[src/rtl/ram_burst_control_unit.sv]
// Multi-beat RAM burst sequencer: address load, per-beat issue/wait/beat
// handshake with programmable wait states, MemDone ready and wait timeout.
module ram_burst_control_unit #(
    parameter int unsigned ADDR_W = 9,
    parameter int unsigned LEN_W  = 3,
    parameter int unsigned WAIT_W = 4,
    parameter int unsigned TMO_W  = 6
) (
    input  logic              Clk,
    input  logic              Reset,
    input  logic              Start,
    input  logic              RW,
    input  logic [ADDR_W-1:0] BaseAddr,
    input  logic [LEN_W-1:0]  Len,
    input  logic [WAIT_W-1:0] WaitCycles,
    input  logic              MemDone,
    output logic [2:0]        State,
    output logic              Busy,
    output logic [ADDR_W-1:0] Addr,
    output logic              MemEn,
    output logic              MemRW,
    output logic [1:0]        CM,
    output logic [1:0]        SM,
    output logic              Ld,
    output logic              First,
    output logic              Last,
    output logic              Strobe,
    output logic              DoneOut,
    output logic              Err
);

    typedef enum logic [2:0] {
        S_IDLE   = 3'b000,
        S_LOAD   = 3'b001,
        S_ISSUE  = 3'b010,
        S_WAIT   = 3'b011,
        S_BEAT   = 3'b100,
        S_FINISH = 3'b101,
        S_ILL6   = 3'b110,
        S_ILL7   = 3'b111
    } state_e;

    localparam logic [TMO_W-1:0] TMO_MAX = '1;

    state_e              state_q, state_d;
    logic [ADDR_W-1:0]   addr_q, addr_d;
    logic [ADDR_W-1:0]   base_q, base_d;
    logic [LEN_W-1:0]    beat_q, beat_d;
    logic [LEN_W-1:0]    len_q, len_d;
    logic [WAIT_W-1:0]   wcfg_q, wcfg_d;
    logic [WAIT_W-1:0]   wait_q, wait_d;
    logic [TMO_W-1:0]    tmo_q, tmo_d;
    logic                rw_q, rw_d;
    logic                err_q, err_d;

    // State and captured-burst registers
    always_ff @(posedge Clk or negedge Reset) begin
        if (!Reset) begin
            state_q <= S_IDLE;
            addr_q  <= '0;
            base_q  <= '0;
            beat_q  <= '0;
            len_q   <= '0;
            wcfg_q  <= '0;
            wait_q  <= '0;
            tmo_q   <= '0;
            rw_q    <= 1'b0;
            err_q   <= 1'b0;
        end else begin
            state_q <= state_d;
            addr_q  <= addr_d;
            base_q  <= base_d;
            beat_q  <= beat_d;
            len_q   <= len_d;
            wcfg_q  <= wcfg_d;
            wait_q  <= wait_d;
            tmo_q   <= tmo_d;
            rw_q    <= rw_d;
            err_q   <= err_d;
        end
    end

    // Next-state sequencing and Moore output decode
    always_comb begin
        state_d = state_q;
        addr_d  = addr_q;
        base_d  = base_q;
        beat_d  = beat_q;
        len_d   = len_q;
        wcfg_d  = wcfg_q;
        wait_d  = wait_q;
        tmo_d   = tmo_q;
        rw_d    = rw_q;
        err_d   = err_q;

        Busy    = 1'b1;
        MemEn   = 1'b0;
        CM      = 2'b11;
        SM      = 2'b00;
        Ld      = 1'b0;
        First   = 1'b0;
        Last    = 1'b0;
        Strobe  = 1'b0;
        DoneOut = 1'b0;

        case (state_q)
            S_IDLE: begin
                Busy = 1'b0;
                if (Start) begin
                    rw_d    = RW;
                    base_d  = BaseAddr;
                    len_d   = Len;
                    wcfg_d  = WaitCycles;
                    err_d   = 1'b0;
                    beat_d  = '0;
                    state_d = S_LOAD;
                end
            end
            S_LOAD: begin
                Ld      = 1'b1;
                CM      = 2'b00;
                SM      = 2'b10;
                addr_d  = base_q;
                state_d = S_ISSUE;
            end
            S_ISSUE: begin
                MemEn   = 1'b1;
                CM      = rw_q ? 2'b01 : 2'b10;
                SM      = 2'b01;
                First   = (beat_q == '0);
                wait_d  = wcfg_q;
                tmo_d   = '0;
                state_d = S_WAIT;
            end
            S_WAIT: begin
                MemEn  = 1'b1;
                CM     = rw_q ? 2'b01 : 2'b10;
                SM     = 2'b01;
                wait_d = (wait_q == '0) ? '0 : wait_q - WAIT_W'(1);
                tmo_d  = tmo_q + TMO_W'(1);
                // Ready with wait expired takes priority over a coincident timeout
                if ((wait_q == '0) && MemDone) begin
                    state_d = S_BEAT;
                end else if (tmo_q == TMO_MAX) begin
                    err_d   = 1'b1;
                    state_d = S_FINISH;
                end
            end
            S_BEAT: begin
                Strobe = 1'b1;
                CM     = rw_q ? 2'b01 : 2'b10;
                SM     = 2'b01;
                Last   = (beat_q == len_q);
                if (beat_q == len_q) begin
                    state_d = S_FINISH;
                end else begin
                    beat_d  = beat_q + LEN_W'(1);
                    addr_d  = addr_q + ADDR_W'(1);
                    state_d = S_ISSUE;
                end
            end
            S_FINISH: begin
                DoneOut = 1'b1;
                CM      = 2'b01;
                SM      = 2'b00;
                state_d = S_IDLE;
            end
            default: begin
                Busy    = 1'b0;
                state_d = S_IDLE;
            end
        endcase
    end

    assign State = state_q;
    assign Addr  = addr_q;
    assign MemRW = rw_q;
    assign Err   = err_q;

endmodule

[config.mk]
export PLATFORM = sky130hd
export DESIGN_NAME = ram_burst_control_unit
export DESIGN_NICKNAME = d
export VERILOG_FILES = /design/src/rtl/ram_burst_control_unit.sv
export SDC_FILE = /design/constraint.sdc
export NUM_CORES = 1
export LEC_CHECK = 0
export CORE_ASPECT_RATIO = 0.75
export CORE_MARGIN = 2
export CORE_UTILIZATION = 55
export CTS_CLUSTER_SIZE = 24
export DETAILED_ROUTE_END_ITERATION = 7
export GPL_ROUTABILITY_DRIVEN = 0
export GPL_TIMING_DRIVEN = 1
export HOLD_SLACK_MARGIN = 0.05
export PLACE_DENSITY = 0.85
export SLEW_MARGIN = 15
export SYNTH_ARGS = -nofsm -noshare
export SYNTH_HDL_FRONTEND = slang
export SYNTH_SLANG_ARGS = --single-unit
[constraint.sdc]
create_clock -name Clk -period 4.2 [get_ports Clk]
set_input_delay 0.84 -clock Clk [delete_from_list [all_inputs] [get_ports Clk]]
set_output_delay 0.84 -clock Clk [all_outputs]
set_load 0.02 [all_outputs]
After elaboration in Yosys (flattened, before gate mapping)

Cells that the tools add are included.

Add/subtract/negate cells: 4
$mul: 0
Divide/modulo/power cells: 0
Magnitude comparators: 0
Eq/ne operators: 12
Shift-type cells: 0
Muxes and demuxes: 27
Bitwise operators: 0
Reductions and logical operators: 16

Operator list:

| operator                                                            | number |
|---|---|
| 3-bit 2-to-1 mux                                                    | 6 |
| 9-bit one-hot mux with 2 select lines                               | 1 |
| 3-bit one-hot mux with 5 select lines                               | 1 |
| 6-bit one-hot mux with 2 select lines                               | 1 |
| 1-bit 2-to-1 mux                                                    | 10 |
| 9-bit by 1-bit adder with 9-bit output (second input constant)      | 1 |
| 9-bit 2-to-1 mux                                                    | 1 |
| 2-bit != test (second input constant)                               | 4 |
| 4-bit one-hot mux with 2 select lines                               | 1 |
| 2-bit nonzero test                                                  | 4 |
| 6-bit by 1-bit adder with 6-bit output (second input constant)      | 1 |
| 3-bit by 2-bit == test with 1-bit output (second input constant)    | 2 |
| 3-bit == test (second input constant)                               | 2 |
| 6-bit == test (second input constant)                               | 1 |
| 3-bit zero test                                                     | 2 |
| 2-bit one-hot mux with 3 select lines                               | 1 |
| 3-bit one-hot mux with 2 select lines                               | 1 |
| 2-bit AND reduction                                                 | 3 |
| 5-bit OR reduction                                                  | 1 |
| 4-bit zero test                                                     | 1 |
| 4-bit 2-to-1 mux                                                    | 1 |
| 2-bit one-hot mux with 2 select lines                               | 1 |
| 4-bit AND reduction                                                 | 1 |
| 4-bit by 1-bit subtractor with 4-bit output (second input constant) | 1 |
| 10 further kinds                                                    | 10 |

Register bits: 43
Latch bits: 0
Bits in writable memories: 0
Bits in read-only memories: 0
Bits of input ports: 21
Output and inout port bits: 25
Word-level logic and storage cells: 69
Memories kept: 0

Longest topological paths before layout

Depth in word-level cells: 4
Depth in mapped cells: 7
Gate-level depth less buffers: 5

Worst setup path before layout

OpenSTA, ideal clock, no wires.

Path type: reg2out
Start: register state_q[1], in the netlist State[1]
End: output port CM[1]
Arrival: 1.850 ns
Required time: 3.360 ns
Slack: 1.510 ns
Stages on the path, launching flop included: 7
Path buffers: 2
Cells stage by stage: dfrtp_1 > buf_6 > or3b_1 > clkinv_1 > buf_2 > nor2_1 > o21ai_0

Longest elaborated chain between the ends: 3
Elaborated cells on any way between the ends: 7
Classes of those cells: eq/ne: 5; mux: 1; reduce/logical: 1

Ends and longest elaborated chain:

| item                                                                      | line | text |
|---|---|---|
| start, declared                                                           | 45   | `state_e state_q, state_d;` |
| start signal, assigned                                                    | 70   | `state_q <= state_d;` |
| 3-bit == test or 3-bit by 2-bit == test with 1-bit output (tied branches) | 106  | `case (state_q)` |
| 3-bit OR reduction (no line)                                              | --   |  |
| 2-bit one-hot mux with 3 select lines (*)                                 | 106  |  |
| end, declared                                                             | 22   | `output logic [1:0] CM,` |

Mark *: on every way between the ends. The rest lies on a longest branch, timed or not.

Worst setup path in the final report

Start: register state_q[2], in the netlist State[2]
End: output port CM[1]

The elaborated chain is that of the path after synthesis.

==> results.md <==
- Power after layout: 2220 uW
- Crit path launch type: flop
- Worst relative slew slack: 37.0%
- Htree depth: 2
- Core ar.: 3980 um^2
- Clock root cell: clkbuf_8
- Minimum clock period after layout: 3530 ps
- Ys flop type: dfrtp_1
- Average routed wire per standard cell: 16.3 um
- Post-route ant nets: 0
- Synth Instances: 221
- Total GRT Usage: 24.4%
- WP data arrival: 2690 ps
- Dpl hpwl: 3740 um
- Hold_buf cts: 0
- Full die area: 4580 um^2
- Post-synth EDFFs: 0
- Yosys warns: 0
- Fin crit share: 84.0%
- Clk_skew: 5.38 ps
- Leakage power: 0.00115 uW
- Post-Syn Area: 2230 um^2
- Gates resized, CTS repair: 0
- Layout area overhead: 23.5%
- #FFs+latches synth: 43
- Synth area leader: dfrtp_1
- Clock buffer depth: 2
- RSZ-0062 raised after global routing: false
- # Post-CTS Setup Buffers: 0
- Initial Util: 56.0%
- Synth cell types: 48
- Drt total wl: 5190 um
- Layout cell share with drive strength beyond 1: 11.8%
- DP Area: 2670 um^2
- Final TNS setup: 0 ps
- Clk_lat worst skew: 290 ps
- # IOs: 46
- Share of the synthesized area in the top cell type: 48.3%
- Vias: 1881
- Outcome: finished, final reports clean
- Initial DRC Count: 152
- Crit Path Max Fanout: 18
- Non-filler cells, final: 318
- TritonCTS clock tree: built
- Crit path kind: flop to primary output
- Initial antenna violation count: 0
- Final Cell Area: 2750 um^2
- Gr ovfl total: 0
- # nets final: 287
- Die height: 59.1 um
- Final Hold Viols: 0
- Max Cap Viol: 0
- Number of buffers added on ports: 45
- Pin count of the biggest net entering global routing: 44
- Drt pass-1 iters: 4
- Worst vdd rail ir drop: 0.000385 V
- Site row count: 20
- Pwr Density: 806 nW/um^2
- Worst-margin pin slew: 945 ps
- Fmax: 283 MHz
- Synth area leaders: dfrtp_1, mux2_2, nand2_1
- Critical Path RT: 3360 ps
- CTS Buf Count: 5
- Vias per cell: 5.92
- Worst setup EP type: primary output
- Vias in the first global route: 1742
- First-pass GRT wire length: 8570 um
- Mapped Nets: 246
- Fin. max-slew vios: 0
- Clock slew at reported path FFs: 80 ps
- CTS Sinks: 43
- Die X: 77.5 um
- Final setup viols: 0
- ANT cells: 0
- Post-synthesis sequential area ratio: 48.3%
- DRC errors left: 0
- Post-Syn Area per Cell: 10.1 um^2
- Async SR Flop Fraction: 100%
- Post-Place Cells: 310
- HP Class: flop to flop
## critical path, stage by stage, from the launching register on
cell and delay, ps:
dfrtp_1 640, or3b_1 580, clkinv_1 280, nor2_1 100, o21ai_0 160, clkdlybuf4s50_1 620
## cells by family (layout without fill, tap and decap cells)
kind of cell,count (synthesis),count (layout),synth area share [%]
adders and majority gates,4,4,2.24
buffers and inverters,20,62,4.71
muxes,20,20,9.93
and+or+nand+nor,76,76,17.8
xor gates and xnor gates,3,3,1.18
DFF,43,43,48.3
AOI/OAI and AO/OA,55,55,15.9
## report_power, final
group,leakage [uW],internal (uW),total [uW],switching [uW]
sequential,0.000526,605,828,223
combinational,0.000584,526,1140,614
clock,0.0000422,117,252,135
total,0.00115,1250,2220,973
## worst paths after layout
kind                            slack (ps)                   from  cells after the start                     to
worst max-delay path                   670   State[2]$_DFFE_PN0P_                      5                  CM[1]
max in group asynchronous             2920                  Reset                      1   State[1]$_DFFE_PN0P_
min in group asynchronous              670                  Reset                      1      MemRW$_DFFE_PN0P_
worst min register to register         510  wcfg_q[2]$_DFFE_PN0P_                      1  wait_q[2]$_DFFE_PN0P_
worst max register to register        1890   State[2]$_DFFE_PN0P_                      5    Addr[6]$_DFFE_PN0P_
worst min-delay path                   510  wcfg_q[2]$_DFFE_PN0P_                      1  wait_q[2]$_DFFE_PN0P_
## metrics by stage
stage,hold slack (ps),util [%],worst slack (ps)
5_1_grt,524,69.2,524
3_3_place_gp,484,67.2,1110
6_report,506,69.2,670
3_5_place_dp,490,67.2,1030
2_1_floorplan,469,-,1510
4_1_cts,505,69.2,693
## layout by cell type (no fill, tap or decap), types with 2 or more instances in the layout
cell,count
a211oi_1,3
a21o_1,2
a21oi_1,15
a22o_1,2
a311oi_1,2
a31oi_1,4
and3_1,7
and4_1,2
clkbuf_1,2
clkbuf_8,5
clkdlybuf4s50_1,44
dfrtp_1,43
ha_1,4
inv_1,7
mux2_2,17
mux2i_1,3
nand2_1,21
nand2b_1,3
nand3_1,11
nand4_1,3
nor2_1,13
nor3_1,4
nor4_1,2
o211ai_1,3
o21ai_0,13
o21ai_2,2
o22ai_1,2
or3b_1,2
xnor2_1,3
## cell usage after synthesis (all sizes together) (2+ instances only)
cell type,n
dfrtp,43
nand2,21
mux2,17
a21oi,15
o21ai,15
nor2,13
nand3,11
buf,9
inv,8
and3,7
nor3,5
a31oi,4
ha,4
nand4,4
a211oi,3
mux2i,3
nand2b,3
o211ai,3
xnor2,3
a21o,2
a22o,2
a311oi,2
and4,2
clkbuf,2
nor4,2
o22ai,2
or3b,2
## flip-flops by register name, summed over array words and instances (netlist names)
register / flops
len_q: 3
wait_q: 4
tmo_q: 6
Err: 1
wcfg_q: 4
MemRW: 1
State: 3
beat_q: 3
base_q: 9
Addr: 9
## routing by layer
metal  GRT usage [%]  part of all wire, %  vias to the layer above  wire length [um]
li1                -                    -                      896                 -
met1            35.7                   48                      913              2480
met2            37.9                   47                       67              2430
met3            4.73                  4.4                        5               230
met4            6.12                 0.79                        0                41
met5               0                    0                        -                 0
## layout make-up
cell class | instances | area [um^2]
Clock buffer | 7 | 76.3
Multi-Input combinational cell | 158 | 1050
Sequential cell | 43 | 1080
Inverter | 9 | 33.8
Tap cell | 55 | 68.8
Timing Repair Buffer | 45 | 445
Clock inverter | 1 | 5.00
Fill cell | 314 | 1220
Note: power is estimated with default switching activity, not from simulation.
